--- config.mk ---
export PLATFORM = sky130hd
export DESIGN_NAME = neopixel_frame_scheduler
export DESIGN_NICKNAME = d
export VERILOG_FILES = /design/src/rtl/neopixel_frame_scheduler.sv
export SDC_FILE = /design/constraint.sdc
export NUM_CORES = 1
export LEC_CHECK = 0
export ABC_AREA = 1
export CAP_MARGIN = 15
export CORE_MARGIN = 5
export CORE_UTILIZATION = 44
export CTS_BUF_LIST = sky130_fd_sc_hd__clkbuf_4 sky130_fd_sc_hd__clkbuf_8
export DETAILED_ROUTE_END_ITERATION = 7
export PLACE_DENSITY = 0.8
export SYNTH_ARGS = -nofsm -noshare
export SYNTH_HDL_FRONTEND = slang
export SYNTH_SLANG_ARGS = --single-unit
--- constraint.sdc ---
create_clock -name clk -period 2.9 [get_ports clk]
set_clock_uncertainty 0.1 [all_clocks]
set_input_delay 0.29 -clock clk [delete_from_list [all_inputs] [get_ports clk]]
set_output_delay 0.29 -clock clk [all_outputs]
set_load 0.01 [all_outputs]
--- src/rtl/neopixel_frame_scheduler.sv ---
// neopixel_frame_scheduler
//   Sequences whole frames into the neopixel driver's pixel-write port.
//   Two pattern sources share the strip through round-robin arbitration.
//   A grant always covers one whole frame. Frame starts are paced by a
//   free-running frame timer. Each written pixel is held for HOLD_CYCLES
//   clocks so the driver can take it.
// Ports
//   clk, rst_n   : clock, asynchronous active-low reset
//   req[1:0]     : source i wants the next frame
//   grant[1:0]   : one-hot owner of the current frame, 0 when idle
//   pix_req      : one-cycle pulse asking the owner for pix_idx's color
//   pix_idx      : pixel index being fetched (NUM_LEDS-1 down to 0)
//   pix_valid    : pix_color is valid (taken only while fetching)
//   pix_color    : GRB color {G,R,B}
//   color, address, color_clock : driver write port
//   frame_done   : one-cycle pulse after the last pixel has been held
//   fsm_state    : current FSM state (IDLE=0, ARB=1, FETCH=2, HOLD=3)
//
// Pixel handshake: pix_req pulses on the first FETCH cycle only. The owner
// answers with pix_valid/pix_color in that cycle or any later one; the
// color is taken on the first clock edge in FETCH where pix_valid=1.
// pix_valid outside FETCH is ignored. There is no fetch timeout.
module neopixel_frame_scheduler #(
  parameter int NUM_LEDS     = 150,
  parameter int HOLD_CYCLES  = 32,
  parameter int FRAME_CYCLES = 500000
) (
  input  logic        clk,
  input  logic        rst_n,
  input  logic [1:0]  req,
  output logic [1:0]  grant,
  output logic        pix_req,
  output logic [15:0] pix_idx,
  input  logic        pix_valid,
  input  logic [23:0] pix_color,
  output logic [23:0] color,
  output logic [15:0] address,
  output logic        color_clock,
  output logic        frame_done,
  output logic [1:0]  fsm_state
);

  typedef enum logic [1:0] {
    S_IDLE  = 2'd0,
    S_ARB   = 2'd1,
    S_FETCH = 2'd2,
    S_HOLD  = 2'd3
  } state_t;

  localparam int FW = $clog2(FRAME_CYCLES);
  localparam int HW = $clog2(HOLD_CYCLES);
  localparam logic [FW-1:0] FRAME_LAST = FW'(FRAME_CYCLES - 1);
  localparam logic [HW-1:0] HOLD_LAST  = HW'(HOLD_CYCLES - 1);

  state_t        state;
  state_t        state_nx;
  logic [FW-1:0] frame_cnt;
  logic [HW-1:0] hold_cnt;
  logic          rr_ptr;
  logic          tick;

  // decoded strobes from the output process
  logic          win_idx;
  logic [1:0]    arb_win;
  logic          arb_take;
  logic          accept;
  logic          hold_end;
  logic          last_px;
  logic          enter_fetch;

  assign fsm_state = state;

  // Frame timer: free-running; ticks that land outside IDLE are simply lost.
  assign tick = (frame_cnt == FRAME_LAST);

  always_ff @(posedge clk or negedge rst_n) begin
    if (!rst_n) begin
      frame_cnt <= '0;
    end else if (tick) begin
      frame_cnt <= '0;
    end else begin
      frame_cnt <= frame_cnt + 1'b1;
    end
  end

  // State register
  always_ff @(posedge clk or negedge rst_n) begin
    if (!rst_n) begin
      state <= S_IDLE;
    end else begin
      state <= state_nx;
    end
  end

  // Next-state logic
  always_comb begin
    state_nx = state;
    case (state)
      S_IDLE:  if (tick && req != 2'b00) state_nx = S_ARB;
      // a request withdrawn during the ARB cycle leaves nothing to grant
      S_ARB:   state_nx = (req != 2'b00) ? S_FETCH : S_IDLE;
      S_FETCH: if (pix_valid) state_nx = S_HOLD;
      S_HOLD:  if (hold_cnt == HOLD_LAST) state_nx = (pix_idx == 16'd0) ? S_IDLE : S_FETCH;
      default: state_nx = S_IDLE;
    endcase
  end

  // Output / strobe decode
  always_comb begin
    win_idx     = req[rr_ptr] ? rr_ptr : ~rr_ptr;
    arb_win     = 2'b00;
    arb_take    = 1'b0;
    accept      = 1'b0;
    hold_end    = 1'b0;
    last_px     = (pix_idx == 16'd0);
    enter_fetch = (state_nx == S_FETCH) && (state != S_FETCH);
    case (state)
      S_ARB: begin
        arb_take = (req != 2'b00);
        arb_win  = arb_take ? (2'b01 << win_idx) : 2'b00;
      end
      S_FETCH: accept   = pix_valid;
      S_HOLD:  hold_end = (hold_cnt == HOLD_LAST);
      default: ;
    endcase
  end

  // Datapath: grant, pixel index, driver port, hold counter
  always_ff @(posedge clk or negedge rst_n) begin
    if (!rst_n) begin
      grant       <= 2'b00;
      rr_ptr      <= 1'b0;
      pix_idx     <= 16'd0;
      pix_req     <= 1'b0;
      color       <= 24'd0;
      address     <= 16'(NUM_LEDS);
      color_clock <= 1'b0;
      frame_done  <= 1'b0;
      hold_cnt    <= '0;
    end else begin
      pix_req    <= enter_fetch;
      frame_done <= hold_end && last_px;

      if (arb_take) begin
        grant   <= arb_win;
        rr_ptr  <= ~win_idx;
        pix_idx <= 16'(NUM_LEDS - 1);
      end

      // all driver inputs change together on the toggle edge
      if (accept) begin
        color       <= pix_color;
        address     <= pix_idx;
        color_clock <= ~color_clock;
      end

      if (state == S_HOLD) begin
        hold_cnt <= hold_end ? '0 : hold_cnt + 1'b1;
      end else begin
        hold_cnt <= '0;
      end

      if (hold_end) begin
        if (last_px) begin
          grant <= 2'b00;
        end else begin
          pix_idx <= pix_idx - 16'd1;
        end
      end
    end
  end

endmodule

==> results.json, run 1 <==
{
  "met2_usage": 0.295,
  "arrival_ns": 2.06,
  "cts_buffer_depth": 2,
  "clk-insertion-delay-late_ns": 0.35,
  "grt_pass1_wl_um": 16500,
  "violations": "negative hold slack",
  "post_cts_resized": 0,
  "rsz0062_at_grt": "false",
  "tns_ns": 0,
  "htreeDepth": 3,
  "ys_ff_latch": 88,
  "status": "finished with violations",
  "power_frac_comb": 0.376,
  "syn_to_final_growth_pct": 29.2,
  "drtPass1Iterations": 4,
  "grt_max_degree": 82,
  "cts_root_buf": "clkbuf_8",
  "fin_crit_sh": 0.665,
  "ant_nets": 0,
  "grt_antenna_before_repair": 0,
  "dieArea_mm2": 0.0118,
  "grt_use_met3": 0.0346,
  "wl_per_cell_um": 13.9,
  "drt_wl_total_um": 9890,
  "synth_area_mm2": 0.00427,
  "die_y_um": 108,
  "io_pins": 92,
  "setup_viol": 0,
  "powerDensity_mw_per_mm2": 795,
  "ys_async_sr_fraction": 1.00,
  "swShare": 0.327,
  "vias_per_cell": 4.88,
  "dp_cells": 694,
  "synth_top_flop_cell": "dfrtp_1",
  "slew_violations": 0,
  "synth_edf_count": 0,
  "intPower_mw": 2.95,
  "worst_ep_required_time_ns": 3.03,
  "n_antenna_cell": 0,
  "numCtsBuffers": 9,
  "yosysSeqAreaShare": 0.517,
  "ir_worst_vdd_v": 0.000372,
  "io_buffer_count": 91,
  "clkTransAtPathRegs_ns": 0.09,
  "p_leak_nw": 2.55,
  "vias": 3467,
  "die-width_um": 108,
  "first_global_vias": 3537,
  "worstSetupEndpointType": "register",
  "fin_nets": 605,
  "crit_fanout": 39,
  "dpl_cell_area_mm2": 0.00532,
  "drt_iter0_drc": 187,
  "syn-num-nets": 509,
  "place_hpwl_um": 7350,
  "ys_warn_count": 0,
  "coreArea_mm2": 0.00959,
  "clkSinkCount": 88,
  "whs_ns": -0.0208,
  "gp_congestion": 0.889,
  "syn_inst": 476,
  "timing.max_slew.rel_slack": 0.320,
  "hold_class": "in -> async",
  "reg2reg_depth": 4,
  "seqPwrFrac": 0.431,
  "fin_crit_ns": 1.93,
  "crit_type": "reg -> reg",
  "grt.overflow.total": 0,
  "rows": 36,
  "post_cts_buffers": 0,
  "final_cells": 710,
  "fin_area_mm2": 0.00551,
  "worstSetupStartpointType": "register",
  "cts_tree": "done",
  "grtUsageMet1": 0.227,
  "maxCapViolCount": 0,
  "clockPowerShare": 0.194,
  "drive_gt1_frac": 0.139,
  "busiest_layer": "met2",
  "worstMarginPinSlew_ns": 1.02,
  "gr-usage-all-layers": 0.177,
  "postCtsHoldBufs": 0,
  "synth_cell_type_count": 31,
  "fmax_ghz": 0.519,
  "floorplan.initialDensity": 0.445,
  "hold_viol_final": 4,
  "power.switching_mw": 1.43,
  "drc": 0,
  "avgSynthCellArea_um2": 8.96
}
==> critical path, cell delays in order, from the launching register on <==
cell	delay (ns)
dfrtp_1	0.44
inv_1	0.09
nand3_2	0.35
buf_4	0.43
mux2_2	0.39
==> metrics by stage <==
| step | utilization | setup slack (ns) | total power, mW |
|---|---|---|---|
| after floorplan | - | 1.28 | 2.66 |
| after global placement | 0.554 | 0.801 | 3.51 |
| after detailed placement | 0.554 | 0.749 | 3.57 |
| after CTS | 0.575 | 0.960 | 4.43 |
| after global routing | 0.575 | 0.847 | 4.66 |
| final | 0.575 | 0.972 | 4.38 |
==> logic make-up (layout without fill, tap and decap cells) <==
| kind of cell | after synthesis | after routing | share of synthesized area |
|---|---|---|---|
| multiplexers | 25 | 25 | 0.0660 |
| AND/OR/NAND/NOR | 258 | 258 | 0.280 |
| XOR/XNOR | 22 | 22 | 0.0452 |
| adder cells (fa/ha/maj) | 4 | 4 | 0.0117 |
| flip-flops | 88 | 88 | 0.517 |
| buffers and inverters | 59 | 160 | 0.0551 |
| AO/OA/AOI/OAI | 20 | 20 | 0.0249 |
==> layout by cell type, fill, tap and decap left out, drive strengths merged <==
master and count:
dfrtp 84, a21oi 1, nand4 10, nor2 74
xnor2 5, buf 3, o21ai 17, nor3 3
dfstp 4, bufinv 1, clkinv 2, clkdlybuf4s50 90
ha 4, nand3 38, mux2 25, clkbuf 11
nor3b 3, xor2 17, a2bb2oi 1, inv 52
nand2 130, clkinvlp 1, a21boi 1
==> synth_stat cells (8+ instances only) <==
master	n	share of area
dfrtp_1	84	0.49
inv_1	49	0.043
mux2_2	25	0.066
nand2_1	121	0.11
nand2_2	8	0.012
nand3_1	36	0.042
nand4_1	9	0.013
nor2_1	60	0.053
nor2_2	11	0.016
o21ai_0	17	0.020
xor2_1	17	0.035
==> final timing paths <==
check | slack [ns] | endpoint | from
min in group clk | 0.37 | hold_cnt[0]$_DFF_PN0_ | hold_cnt[0]$_DFF_PN0_
worst max register to register | 0.97 | color[9]$_DFFE_PN0P_ | fsm_state[0]$_DFF_PN0_
max in group asynchronous | 2.01 | color[16]$_DFFE_PN0P_ | rst_n
worst min register to register | 0.37 | hold_cnt[0]$_DFF_PN0_ | hold_cnt[0]$_DFF_PN0_
worst max-delay path | 0.97 | color[9]$_DFFE_PN0P_ | fsm_state[0]$_DFF_PN0_
worst min-delay path | -0.02 | frame_cnt[15]$_DFF_PN0_ | rst_n
==> power by group through the flow <==
stage	Sequential, mW	Combinational [mW]	Clock [mW]
final	1.89	1.65	0.849
after global routing	1.94	1.80	0.923
after CTS	1.89	1.67	0.875
after detailed placement	1.90	1.66	0
after global placement	1.89	1.62	0
after floorplan	2.01	0.647	0
==> registers in the layout, summed over array words and instances (netlist names) <==
register / flops
frame_done: 1
pix_idx: 16
frame_cnt: 19
hold_cnt: 5
color: 24
pix_req: 1
address: 16
fsm_state: 2
rr_ptr: 1
color_clock: 1
grant: 2
==> layout make-up <==
type	instances	area, µm²
tap	133	166
clock buffer	11	139
fill	817	4080
clock inverter	5	56.3
multi-input combinational	329	1830
inverter	51	191
timing repair buffer	93	923
sequential	88	2210
==> layer usage <==
layer	vias up	wire [µm]
met5	-	0
met4	0	184
met3	18	397
met2	87	4930
met1	1665	4370
li1	1697	-
Power figures use the tool's default switching activity.
==> inputs of run 2 (changes only) <==
- PLACE_DENSITY: 0.8 -> 0.83
- clock period: 2.9 -> 1.7 ns (I/O delays scaled with it)
==> results.json, run 2 (same netlist as run 1, synthesis figures left out) <==
{
  "fmax_ghz": 0.597,
  "hold_class": "in -> async",
  "clk-insertion-delay-late_ns": 0.37,
  "coreArea_mm2": 0.00959,
  "worstSetupStartpointType": "register",
  "cts_tree": "done",
  "total_power_mw": 7.58,
  "hold_viol_final": 0,
  "wl_per_cell_um": 15.0,
  "drt_iter0_drc": 154,
  "dieArea_mm2": 0.0118,
  "largest_reg_flops": 24,
  "clkSinkCount": 88,
  "io_buffer_count": 91,
  "cts_root_buf": "clkbuf_8",
  "crit_chain": "clkdlybuf4s50_1",
  "arrival_ns": 1.41,
  "fin_crit_sh": 0.986,
  "worstMarginPinSlew_ns": 0.425,
  "vias_per_cell": 4.97,
  "numCtsBuffers": 9,
  "n_antenna_cell": 0,
  "worstSetupEndpointType": "primary output",
  "grt_max_degree": 47,
  "first_global_vias": 3807,
  "final_common_cell": "nand2_1",
  "die_y_um": 108,
  "p_leak_nw": 2.73,
  "maxCapViolCount": 0,
  "whs_ns": 0.173,
  "ir_worst_vdd_v": 0.000665,
  "io_pins": 92,
  "crit_slowest_cell": "clkdlybuf4s50_1",
  "slew_violations": 0,
  "rsz0062_at_grt": "true",
  "top_register": "color",
  "vias": 3661,
  "largestRegisters": "color (24), frame_cnt (19)",
  "drt_wl_total_um": 11000,
  "regToRegSetupSlack_ns": 0.03,
  "reg2reg_to": "hold_cnt[2]$_DFF_PN0_",
  "grt_antenna_before_repair": 0,
  "reg2reg_depth": 7,
  "gr-usage-all-layers": 0.193,
  "powerDensity_mw_per_mm2": 1310,
  "crit_fanout": 5,
  "htreeDepth": 3,
  "clkTransAtPathRegs_ns": 0.09,
  "worst_ep_required_time_ns": 1.43,
  "syn_to_final_growth_pct": 35.8,
  "place_hpwl_um": 8080,
  "status": "finished clean",
  "grt_pass1_wl_um": 17900,
  "grt.overflow.total": 0,
  "gp_congestion": 0.915,
  "die-width_um": 108,
  "floorplan.initialDensity": 0.445,
  "mostFrequentLayoutCells": "nand2_1 (120), clkdlybuf4s50_1 (80), dfrtp_1 (76), nor2_1 (58), inv_1 (47)",
  "fin_crit_ns": 1.68,
  "tns_ns": 0,
  "crit_type": "reg -> out",
  "final_util": 0.604,
  "critPathBufInv": 1,
  "drtPass1Iterations": 4,
  "setup_viol": 0,
  "drc": 0,
  "fillers": 800,
  "ant_nets": 0,
  "fin_nets": 632,
  "critPathMaxStageDelay_ns": 0.58,
  "cts_buffer_depth": 2,
  "rows": 36,
  "r2r_start": "hold_cnt[0]$_DFF_PN0_",
  "timing.max_slew.rel_slack": 0.717,
  "cpLargestDelayFamily": "buffers and inverters",
  "drive_gt1_frac": 0.207
}
-- run 2: area by class of cell --
class	instances	area (µm²)	share of cell area
Inverter	51	196	0.0339
Clock buffer	9	124	0.0214
Sequential cell	88	2220	0.383
Multi-Input combinational cell	329	1880	0.324
Tap cell	133	166	0.0287
Clock inverter	7	53.8	0.00929
Timing Repair Buffer	120	1160	0.200
-- run 2: worst max-delay path by stage --
stage                                      from                     to  depth (start not counted)
after floorplan           hold_cnt[0]$_DFF_PN0_  pix_idx[13]$_DFF_PN0_                         10
after global placement    hold_cnt[0]$_DFF_PN0_     grant[0]$_DFF_PN0_                          8
after detailed placement  hold_cnt[0]$_DFF_PN0_   pix_idx[8]$_DFF_PN0_                          9
after CTS                 pix_idx[10]$_DFF_PN0_            pix_idx[10]                          2
after global routing      hold_cnt[0]$_DFF_PN0_  hold_cnt[2]$_DFF_PN0_                          7
final                     pix_idx[14]$_DFF_PN0_            pix_idx[14]                          1
-- run 2: timing repair --
action                                 4_1_cts  5_1_grt
pin swaps                                    0        5
endpoints found under the hold margin       36        0
setup buffers                                1        8
cloned                                       0        0
setup endpoints to repair                   27       39
hold buffers                                 1        0
gates resized for setup                     13       22
-- run 2: power breakdown --
group	total, mW	switching, mW	internal, mW
Combinational	3.03	1.38	1.65
Sequential	3.17	0.420	2.75
Clock	1.37	0.826	0.547
-- run 2: metrics by stage --
step           cell area [µm²]  setup WS (ns)  cells
5_1_grt                   5790        -0.0676    737
3_5_place_dp              5470        -0.0408    711
3_3_place_gp              5470         0.0466    711
2_1_floorplan             4270         0.0809    476
6_report                  5790         0.0243    737
4_1_cts                   5670       0.000722    729
-- run 2: worst reg2reg max path, delay by kind of cell, from the launching register on --
| kind | cells | cell delay (ns) |
|---|---|---|
| AND/OR/NAND/NOR | 4 | 0.59 |
| adder cells (fa/ha/maj) | 2 | 0.36 |
| buffers and inverters | 1 | 0.11 |
| flip-flops | 1 | 0.41 |
-- run 2: per-layer routing --
metal | track usage | wire length, µm | vias up | part of all wire
li1 | - | - | 1748 | -
met1 | 0.238 | 4530 | 1753 | 0.41
met2 | 0.327 | 5590 | 127 | 0.51
met3 | 0.0454 | 660 | 33 | 0.060
met4 | 0.0766 | 250 | 0 | 0.023
met5 | 0 | 0 | - | 0
